<file path="config.mk">
export PLATFORM = sky130hd
export DESIGN_NAME = serial_to_parallel_8bit
export DESIGN_NICKNAME = d
export VERILOG_FILES = /design/src/rtl/serial_to_parallel_8bit_pkg.sv /design/src/rtl/serial_to_parallel_8bit_sat_counter.sv /design/src/rtl/serial_to_parallel_8bit.sv
export SDC_FILE = /design/constraint.sdc
export NUM_CORES = 1
export LEC_CHECK = 0
export ABC_AREA = 1
export ABC_CLOCK_PERIOD_IN_PS = 2400
export BUFFER_PORTS_ARGS = -buffer_cell sky130_fd_sc_hd__buf_2
export CAP_MARGIN = 20
export CORE_AREA = 2 2 77 42
export CTS_CLUSTER_SIZE = 10
export DETAILED_ROUTE_END_ITERATION = 8
export DIE_AREA = 0 0 79 44
export PLACE_DENSITY = 0.81
export SYNTH_ARGS = -nofsm -noshare
export SYNTH_HDL_FRONTEND = slang
export SYNTH_SLANG_ARGS = --single-unit
export TNS_END_PERCENT = 20
</file>
<file path="constraint.sdc">
create_clock -name CLK -period 2.4 [get_ports CLK]
set_input_delay 0.36 -clock CLK [delete_from_list [all_inputs] [get_ports CLK]]
set_output_delay 0.36 -clock CLK [all_outputs]
set_load 0.005 [all_outputs]
</file>
<file path="src/rtl/serial_to_parallel_8bit_pkg.sv">
// Shared constants and FSM state encoding for the serial-to-parallel framer.
package serial_to_parallel_8bit_pkg;

  localparam int         WORD_W  = 8;
  localparam logic [7:0] ERR_MAX = 8'hFF;

  typedef enum logic [1:0] {
    IDLE   = 2'd0,
    SHIFT  = 2'd1,
    PARITY = 2'd2
  } state_e;

endpackage

</file>
<file path="src/rtl/serial_to_parallel_8bit_sat_counter.sv">
// 8-bit error counter: counts increment requests and sticks at ERR_MAX.
module sat_counter_8bit
  import serial_to_parallel_8bit_pkg::*;
(
  input  logic              clk_i,
  input  logic              rst_i,
  input  logic              inc_i,
  output logic [WORD_W-1:0] count_o
);

  logic [WORD_W-1:0] count_q;
  logic [WORD_W-1:0] count_d;

  always_comb begin
    count_d = count_q;
    if (inc_i && (count_q != ERR_MAX)) count_d = count_q + 8'd1;
  end

  always_ff @(posedge clk_i or posedge rst_i) begin
    if (rst_i) count_q <= '0;
    else       count_q <= count_d;
  end

  assign count_o = count_q;

endmodule

</file>
<file path="src/rtl/serial_to_parallel_8bit.sv">
// Serial framer: assembles 8 data bits (plus optional even parity) into a word.
// Handshake: par_valid and clr_req are one-cycle strobes registered on CLK; never both high.
module serial_to_parallel_8bit
  import serial_to_parallel_8bit_pkg::*;
#(
  parameter bit MSB_FIRST = 1'b1,
  parameter bit PARITY_EN = 1'b1
) (
  input  logic              CLK,
  input  logic              async_clr,
  input  logic              ser_start,
  input  logic              ser_en,
  input  logic              ser_in,
  output logic [WORD_W-1:0] par_out,
  output logic              par_valid,
  output logic              clr_req,
  output logic              busy,
  output logic [WORD_W-1:0] err_count,
  output logic [1:0]        dbg_state
);

  state_e            state_q;
  logic [2:0]        bit_cnt_q;
  logic [WORD_W-1:0] sreg_q;
  logic [WORD_W-1:0] sreg_d;
  logic [WORD_W-1:0] par_out_q;
  logic              par_valid_q;
  logic              clr_req_q;
  logic              busy_q;
  logic              parity_bad_d;

  always_comb begin
    sreg_d = {sreg_q[6:0], ser_in};
    if (!MSB_FIRST) sreg_d = {ser_in, sreg_q[7:1]};
  end

  // ser_start wins over a parity bit in the same cycle: the frame is aborted, not judged.
  assign parity_bad_d = (state_q == PARITY) && ser_en && !ser_start && (^{sreg_q, ser_in});

  always_ff @(posedge CLK or posedge async_clr) begin
    if (async_clr) begin
      state_q     <= IDLE;
      bit_cnt_q   <= '0;
      sreg_q      <= '0;
      par_out_q   <= '0;
      par_valid_q <= 1'b0;
      clr_req_q   <= 1'b0;
      busy_q      <= 1'b0;
    end else begin
      par_valid_q <= 1'b0;
      clr_req_q   <= 1'b0;
      if (ser_start) begin
        state_q   <= SHIFT;
        bit_cnt_q <= '0;
        sreg_q    <= '0;
        busy_q    <= 1'b1;
      end else begin
        case (state_q)
          SHIFT: begin
            if (ser_en) begin
              sreg_q    <= sreg_d;
              bit_cnt_q <= bit_cnt_q + 3'd1;
              if (bit_cnt_q == 3'd7) begin
                if (PARITY_EN) begin
                  state_q <= PARITY;
                end else begin
                  state_q     <= IDLE;
                  busy_q      <= 1'b0;
                  par_out_q   <= sreg_d;
                  par_valid_q <= 1'b1;
                end
              end
            end
          end
          PARITY: begin
            if (ser_en) begin
              state_q <= IDLE;
              busy_q  <= 1'b0;
              if (parity_bad_d) begin
                clr_req_q <= 1'b1;
              end else begin
                par_out_q   <= sreg_q;
                par_valid_q <= 1'b1;
              end
            end
          end
          IDLE: begin
            busy_q <= 1'b0;
          end
          default: begin
            state_q <= IDLE;
            busy_q  <= 1'b0;
          end
        endcase
      end
    end
  end

  sat_counter_8bit u_err_cnt (
    .clk_i   (CLK),
    .rst_i   (async_clr),
    .inc_i   (parity_bad_d),
    .count_o (err_count)
  );

  assign par_out   = par_out_q;
  assign par_valid = par_valid_q;
  assign clr_req   = clr_req_q;
  assign busy      = busy_q;
  assign dbg_state = state_q;

endmodule

</file>
==> flow_summary.toml <==
[sta]
period_share = 0.792
slew-limit-headroom = 0.274
finalSetupViolCount = 0
grt_setup_unrepaired = "no"
tns_ps = 0
worstMarginPinSlew_ps = 1080
fin_crit_ps = 1900
slew_viol_final = 0
setup_slack_ps = 498
fmax_ghz = 0.526
finClkSkew_ps = 8.33
hold_viol_final = 0

[layout]
final_nets = 233
drive_gt1_frac = 0.221
fillers = 233
final_util = 0.671
layout_commonest_cell = "nand2_1"
multi_input_area_um2 = 703
area_delta_synth_final_pct = 18.6
antenna_cells = 0
final_cell_mix = "nand2_1, dfrtp_1, buf_2, inv_1, nand3_1"
postLayoutCellArea_um2 = 1900
seqCellArea_um2 = 801

[floorplanning]
die_area_um2 = 3480
design.core.area_um2 = 2840
ioPinCount = 26
start_util = 0.566
die_y_um = 44
die_x_um = 79
num_rows = 14

[synthesis]
syn-cell-area_um2 = 1610
synth_nets = 202
synth-seq-cells = 32
yosys_warnings = 0
syn_inst = 194
seq_area_frac_synth = 0.499
avgSynthCellArea_um2 = 8.27
synth.distinct_cells = 24

[critical_path]
critPathLaunchType = "flop"
crit_chain = "nor2_1 -> inv_1 -> o21ai_0 -> o21ai_0"
crit_cells = 4
critPathLaunch = "dbg_state[1]"
cp_slowest_stage_delay_ps = 840
worstPathRequired_ps = 2520
rr_worst_depth = 4
crit_path_end_kind = "flop"
ff2ff_setup_slack_ps = 500
critPathKind = "reg2reg"
r2r-start = "dbg_state[1]"
critPathSlowestCell = "o21ai_0"
crit_top_cell = "o21ai_0"
worstPathArrival_ps = 2020
cp_top_family = "compound AO/OA/AOI/OAI gates"
crit_end = "bit_cnt_q[2]"
crit_buf_inv = 1
worstPathMaxFanout = 11
r2r-end = "bit_cnt_q[2]"

[clock_network]
insertion_delay_ps = 290
cts_tree = "built"
cts_buffers = 5
cts_root_buffer = "clkbuf_8"
cts_hold_buf = 0
postCtsResizedCells = 0
post_cts_buffers = 0
cts_sinks = 32
htree_levels = 2
cts.path.max_buffers = 2
cts.clk_slew.worst_paths_ps = 70

[global_routing]
grt_pass1_vias = 1268
grt_max_degree = 33
grt_use_total = 0.234
grt_pass1_wl_um = 5930
overflow = 0
antenna_found_initial = 0

[detailed_routing]
drc = 0
first_pass_iters = 4
viasPerCell = 5.39
wl_met2_um = 1500
highest_layer = "met4"
wl_met1_um = 1820
drtIter0Drc = 101
route.met3.wl_um = 282
vias = 1435
ant_nets = 0
wl_per_cell_um = 13.7
routed_wl_um = 3640

[pwr]
pwr-share-comb = 0.097
vdd_drop_max_uv = 588
p_switching_mw = 0.302
switching_share = 0.238
seqPwrFrac = 0.457
finalPower_mw = 1.27
p_leak_nw = 1.05
p_int_mw = 0.966
p_per_area_nw_per_um2 = 666
pwr-share-clk = 0.446

[place]
dp_hpwl_um = 2600
placed_area_um2 = 1780
pre_cts_slack_ps = 576
numPortBuffers = 25
routabilityCongestion = 0.849

[job]
cap_viol_max_count = 0

[outcome]
outcome = "finished, final reports clean"

[min_path]
hp-class = "in2async"
## cells in the mapped netlist (all sizes together)
cell type	count	share of area
mux2i	1	0.0062
xor2	3	0.016
clkbuf	2	0.0047
dfrtp	32	0.50
xnor2	3	0.016
o22ai	3	0.012
nor2	7	0.018
ha	3	0.023
buf	1	0.0070
nor3	1	0.0031
a211o	1	0.0055
nand4	9	0.035
inv	22	0.051
o21ai	18	0.068
nand3	18	0.059
nand2	69	0.17
o211ai	1	0.0047
## through the flow
| stage | cells | hold WS (ps) |
|---|---|---|
| after floorplan | 194 | 433 |
| after global placement | 258 | 458 |
| after detailed placement | 258 | 470 |
| after CTS | 266 | 161 |
| after global routing | 266 | 183 |
| final | 266 | 145 |
## worst register-to-register path: cells and delay by family, from the launching register on
kind / cells / cell delay [ps]
flops: 1 / 420
simple gates: 1 / 150
buf+inv: 1 / 90
compound gates: 2 / 1060
## cell families (layout without fill, tap and decap cells)
group	count (synthesis)	count (layout)	synth area share
and+or+nand+nor	104	104	0.286
AOI/OAI and AO/OA	23	23	0.0896
xor gates and xnor gates	6	6	0.0327
muxes	1	1	0.00624
DFF	32	32	0.499
adders and majority gates	3	3	0.0234
buffers and inverters	25	57	0.0631
## power by group through the flow
| stage | sequential, mW | clock (mW) | combinational [mW] |
|---|---|---|---|
| after floorplan | 0.586 | 0 | 0.0785 |
| after global placement | 0.587 | 0 | 0.117 |
| after detailed placement | 0.589 | 0 | 0.121 |
| after CTS | 0.579 | 0.575 | 0.122 |
| after global routing | 0.580 | 0.601 | 0.138 |
| final | 0.579 | 0.566 | 0.123 |
## cell type report
class | instances | area share
clock inverter | 1 | 0.0158
clock buffer | 7 | 0.0506
sequential | 32 | 0.421
tap | 40 | 0.0263
timing repair buffer | 27 | 0.0736
inverter | 22 | 0.0434
multi-input combinational | 137 | 0.369
## flip-flops by register name, indices dropped and copies added, names as in the netlist
| register | count |
|---|---|
| par_out | 8 |
| par_valid | 1 |
| bit_cnt_q | 3 |
| dbg_state | 2 |
| sreg_q | 8 |
| busy | 1 |
| u_err_cnt.count_o | 8 |
| clr_req | 1 |
## routing by layer
metal	vias up	track usage
li1	693	-
met1	684	0.341
met2	51	0.332
met3	7	0.0708
met4	0	0.0828
met5	-	0
## worst min path at each step
stage | startpoint | to
after CTS | async_clr | sreg_q[1]
after global placement | async_clr | par_valid
final | async_clr | par_out[6]
after floorplan | ser_start | clr_req
after detailed placement | async_clr | par_out[7]
after global routing | async_clr | par_out[2]
Note: power is estimated with default switching activity, not from simulation.
